$ cat src/rtl/matrix_b_loader.sv
// FIFO-buffered burst feeder for the Matrix_B operand store: emits gap-free bursts of COL words.
// Optional completed-burst counter enabled by defining LOADER_BURST_CNT_EN.
module matrix_b_loader #(
    parameter int COL   = 4,
    parameter int DEPTH = 8
) (
    input  logic                     clk,
    input  logic                     reset,
    input  logic                     in_valid,
    input  logic [31:0]              in_data,
    output logic                     in_ready,
    input  logic                     flush,
    output logic                     B_opcode,
    output logic [31:0]              Data_to_B,
    input  logic                     Busy_B,
    output logic                     load_done,
    output logic [$clog2(DEPTH):0]   fifo_count,
    output logic [15:0]              burst_cnt
);

    localparam int AW = $clog2(DEPTH);
    localparam int CW = AW + 1;
    localparam int BW = (COL > 1) ? $clog2(COL) : 1;

    typedef enum logic [1:0] {
        S_IDLE,
        S_BURST,
        S_DONE
    } state_t;

    state_t          state;
    state_t          state_nxt;
    logic [BW-1:0]   beat;
    logic [BW-1:0]   beat_nxt;
    logic            push;
    logic            pop;
    logic            clear;
    logic [AW-1:0]   wr_ptr;
    logic [AW-1:0]   rd_ptr;
    logic [31:0]     mem [DEPTH];
    logic            busy_unused;

    assign busy_unused = Busy_B;

    assign in_ready  = (fifo_count < CW'(DEPTH)) && !flush;
    assign push      = in_valid && in_ready;
    assign load_done = (state == S_DONE);

    // Each pop happens on the edge that enters its beat, so the registered
    // outputs line up with the beat they belong to.
    always_comb begin
        state_nxt = state;
        beat_nxt  = beat;
        pop       = 1'b0;
        clear     = 1'b0;
        case (state)
            S_IDLE: begin
                if (flush) begin
                    clear = 1'b1;
                end else if (fifo_count >= CW'(COL)) begin
                    state_nxt = S_BURST;
                    beat_nxt  = '0;
                    pop       = 1'b1;
                end
            end
            S_BURST: begin
                if (beat == BW'(COL - 1)) begin
                    state_nxt = S_DONE;
                end else begin
                    beat_nxt = beat + 1'b1;
                    pop      = 1'b1;
                end
            end
            S_DONE:  state_nxt = S_IDLE;
            default: state_nxt = S_IDLE;
        endcase
    end

    always_ff @(posedge clk or posedge reset) begin
        if (reset) begin
            state <= S_IDLE;
            beat  <= '0;
        end else begin
            state <= state_nxt;
            beat  <= beat_nxt;
        end
    end

    always_ff @(posedge clk or posedge reset) begin
        if (reset) begin
            wr_ptr     <= '0;
            rd_ptr     <= '0;
            fifo_count <= '0;
        end else if (clear) begin
            wr_ptr     <= '0;
            rd_ptr     <= '0;
            fifo_count <= '0;
        end else begin
            if (push) wr_ptr <= wr_ptr + 1'b1;
            if (pop)  rd_ptr <= rd_ptr + 1'b1;
            fifo_count <= fifo_count + CW'(push) - CW'(pop);
        end
    end

    always_ff @(posedge clk) begin
        if (push && !reset) mem[wr_ptr] <= in_data;
    end

    always_ff @(posedge clk or posedge reset) begin
        if (reset) begin
            B_opcode  <= 1'b0;
            Data_to_B <= '0;
        end else begin
            B_opcode <= pop;
            if (pop) Data_to_B <= mem[rd_ptr];
        end
    end

`ifdef LOADER_BURST_CNT_EN
    logic [15:0] burst_cnt_r;

    always_ff @(posedge clk or posedge reset) begin
        if (reset) begin
            burst_cnt_r <= '0;
        end else if (state == S_DONE) begin
            burst_cnt_r <= burst_cnt_r + 16'd1;
        end
    end

    assign burst_cnt = burst_cnt_r;
`else
    assign burst_cnt = '0;
`endif

endmodule

$ cat config.mk
export PLATFORM = sky130hd
export DESIGN_NAME = matrix_b_loader
export DESIGN_NICKNAME = d
export VERILOG_FILES = /design/src/rtl/matrix_b_loader.sv
export SDC_FILE = /design/constraint.sdc
export NUM_CORES = 1
export LEC_CHECK = 0
export BUFFER_PORTS_ARGS = -buffer_cell sky130_fd_sc_hd__buf_2
export CELL_PAD_IN_SITES_DETAIL_PLACEMENT = 1
export CELL_PAD_IN_SITES_GLOBAL_PLACEMENT = 2
export CORE_MARGIN = 5
export CORE_UTILIZATION = 38
export DETAILED_ROUTE_END_ITERATION = 8
export PLACE_DENSITY_LB_ADDON = 0.1
export SLEW_MARGIN = 20
export SYNTH_ARGS = -nofsm -noshare
export SYNTH_HDL_FRONTEND = slang
export SYNTH_SLANG_ARGS = --single-unit
$ cat constraint.sdc
create_clock -name clk -period 4.2 [get_ports clk]
set_input_delay 0 -clock clk [delete_from_list [all_inputs] [get_ports clk]]
set_output_delay 0 -clock clk [all_outputs]
set_load 0.1 [all_outputs]
==> impl_metrics.json <==
{
  "status": "completed",
  "wl_per_cell_um": 21.1,
  "setup_viol": 0,
  "cp.arrival_ns": 2.71,
  "yosysUniqueCellTypes": 34,
  "die_area_um2": 35100,
  "path_clk_slew_ns": 0.05,
  "path_max_fanout": 21,
  "cp-end-kind": "flop",
  "drv_slew": 0,
  "clock.fmax_ghz": 0.393,
  "synth-seq-cells": 303,
  "antenna_cells": 0,
  "power_uw": 10700,
  "slew_headroom": 0.329,
  "wl_met1_um": 12000,
  "synth_top_area_cell": "edfxtp_1",
  "synth_edf_count": 256,
  "path_common_cell": "nor2_4",
  "synth_seq_area_share": 0.742,
  "power_density_nw_per_um2": 755,
  "grt-ovfl-total": 0,
  "cts_made_buffers": 36,
  "synthCells": 718,
  "grt_pass1_wl_um": 41500,
  "path_class": "reg -> reg",
  "yosys-top-cells-area": "edfxtp_1 (64%), mux2i_1 (11%), dfrtp_1 (9.8%), a22oi_1 (4.0%), nand2_1 (2.2%)",
  "vias": 6442,
  "drc": 0,
  "irDropWorstVdd_v": 0.000497,
  "critPathTopFamily": "simple AND/OR/NAND/NOR gates",
  "dp_hpwl_um": 15300,
  "antenna_left": 0,
  "core-area_um2": 31300,
  "cp.buffers_inverters": 1,
  "worst_path_max_delay_cell": "or3_1",
  "period_needed_ns": 2.55,
  "avgSynthCellArea_um2": 16.6,
  "die_w_um": 187,
  "syn_area_um2": 11900,
  "antenna_found_initial": 0,
  "finalCritPeriodShare": 0.607,
  "synth_top_flop_cell": "edfxtp_1",
  "grt_start_max_net_pins": 57,
  "tritoncts": "built",
  "clk_latency_ns": 0.52,
  "fin_tns_setup_ns": 0,
  "top_layer": "met4",
  "synthTopCellsByCount": "edfxtp_1 (256), mux2i_1 (128), nand2_1 (71)",
  "cts_root_buf": "clkbuf_16",
  "area_delta_synth_final_pct": 19.0,
  "synthArstFlopShare": 0.155,
  "clockBufferDepth": 3,
  "rsz0062_at_grt": "false",
  "clock_sinks": 303,
  "drt_iter0_markers": 312,
  "grt_pass1_vias": 7023,
  "utilization": 0.454,
  "max_stage_delay_ns": 0.51,
  "die_h_um": 187,
  "yosys.area.top_type_share": 0.643,
  "synth.most_common_cell": "edfxtp_1",
  "cp_cell_sequence": "nor2_4 -> nand2_1 -> or3_1 -> nor2_4 -> buf_4",
  "maxCapViolations": 0,
  "cts_max_level": 2,
  "via_per_inst": 5.04,
  "routed_wirelength_um": 27000,
  "ys_warn_count": 0,
  "cts-resized-gates": 0,
  "power.leakage_uw": 0.00531,
  "grtUsageTotal": 0.154,
  "drive_gt1_frac": 0.190,
  "clock_skew_ns": 0.0217,
  "min_path_type": "in -> async",
  "tightest_slew_ns": 1.01,
  "routed-wl-met2_um": 13300,
  "start_kind": "flop",
  "rows": 65,
  "drtPass1Iterations": 4,
  "cts_setup_buffers": 0,
  "start_util": 0.382,
  "met3WireLength_um": 1270,
  "report.final.hold_viol_count": 0,
  "nets": 895,
  "cp.required_ns": 4.36,
  "ios": 92,
  "io_buffers": 74,
  "place.gp.congestion": 0.694
}
## stage by stage
step	hold slack (ns)	setup WS (ns)	cell area, um2	cells
global route	0.303	1.47	14200	1279
floorplan	0.0989	0.309	12000	733
finish	0.297	1.65	14200	1279
global placement	0.262	1.53	12700	1176
CTS	0.275	1.43	14200	1278
detailed placement	0.276	1.46	12700	1176
## layout by cell type (no fill, tap or decap), drive strengths merged
cell | Yosys | layout
nor3 | 3 | 3
nand4 | 1 | 1
nand2 | 71 | 71
nand3 | 34 | 34
inv | 9 | 11
bufinv | 0 | 2
mux2i | 128 | 128
a22oi | 64 | 64
ha | 8 | 8
nor3b | 1 | 1
nor2b | 7 | 7
and2 | 2 | 2
o21bai | 1 | 1
a21o | 1 | 1
a22o | 1 | 1
clkbuf | 7 | 52
a21oi | 4 | 4
buf | 46 | 95
edfxtp | 256 | 256
nor2 | 14 | 14
dfrtp | 47 | 47
dlygate4sd3 | 0 | 36
xnor2 | 3 | 3
fa | 1 | 1
or3 | 2 | 2
nand2b | 2 | 2
clkinv | 0 | 10
o21ai | 2 | 2
conb | 1 | 16
xor2 | 2 | 2
## worst min-delay path, stage by stage
cell and delay, ns:
dlygate4sd3_1 0.53, buf_2 0.14, inv_2 0.06, buf_4 0.58
## path summary, 6_finish.rpt
path	start	endpoint	slack, ns	cells past startpoint
max	fifo_count[3]	mem[2][22]	1.65	5
min	reset	wr_ptr[0]	0.30	4
max reg2reg	fifo_count[3]	mem[2][22]	1.65	5
min reg2reg	Data_to_B[3]	Data_to_B[3]	0.47	2
max in group asynchronous	reset	rd_ptr[0]	3.35	4
min in group clk	in_data[20]	mem[6][20]	0.30	2
## timing repair
action / 4_1_cts / 5_1_grt
hold buffers: 36 / 0
hold endpoints to repair: 310 / 0
setup endpoints to repair: 0 / 0
## sequential cells by signal, summed over array words and instances, names as in the netlist
signal / cells
mem: 256
Data_to_B: 32
fifo_count: 4
rd_ptr: 3
wr_ptr: 3
beat: 2
state: 2
B_opcode: 1
## area by class of cell
cell class / instances / area [um2]
sequential: 303 / 8870
tap: 402 / 503
clock inverter: 14 / 123
timing repair buffer: 131 / 908
inverter: 9 / 33.8
clock buffer: 52 / 1040
multi-input combinational: 368 / 2740
fill: 3049 / 17100
## where the power goes
| part | internal (uW) | switching [uW] | total (uW) |
|---|---|---|---|
| clock | 1850 | 1140 | 2990 |
| sequential | 3560 | 271 | 3830 |
| combinational | 1030 | 2880 | 3910 |
## metal layers
metal | GRT usage | up-vias
met2 | 0.259 | 125
met1 | 0.207 | 3315
met5 | 0 | -
met3 | 0.0315 | 33
met4 | 0.0404 | 0
li1 | - | 2969
## logic make-up after synthesis
logic type                 Yosys count  synth area share
and+or+nand+nor                    137            0.0516
DFF                                303             0.742
AOI/OAI and AO/OA                   73            0.0450
xor gates and xnor gates             5           0.00367
other                                1          0.000314
adders and majority gates            9            0.0101
buffers and inverters               62            0.0401
muxes                              128             0.107
Note: power is estimated with default switching activity, not from simulation.
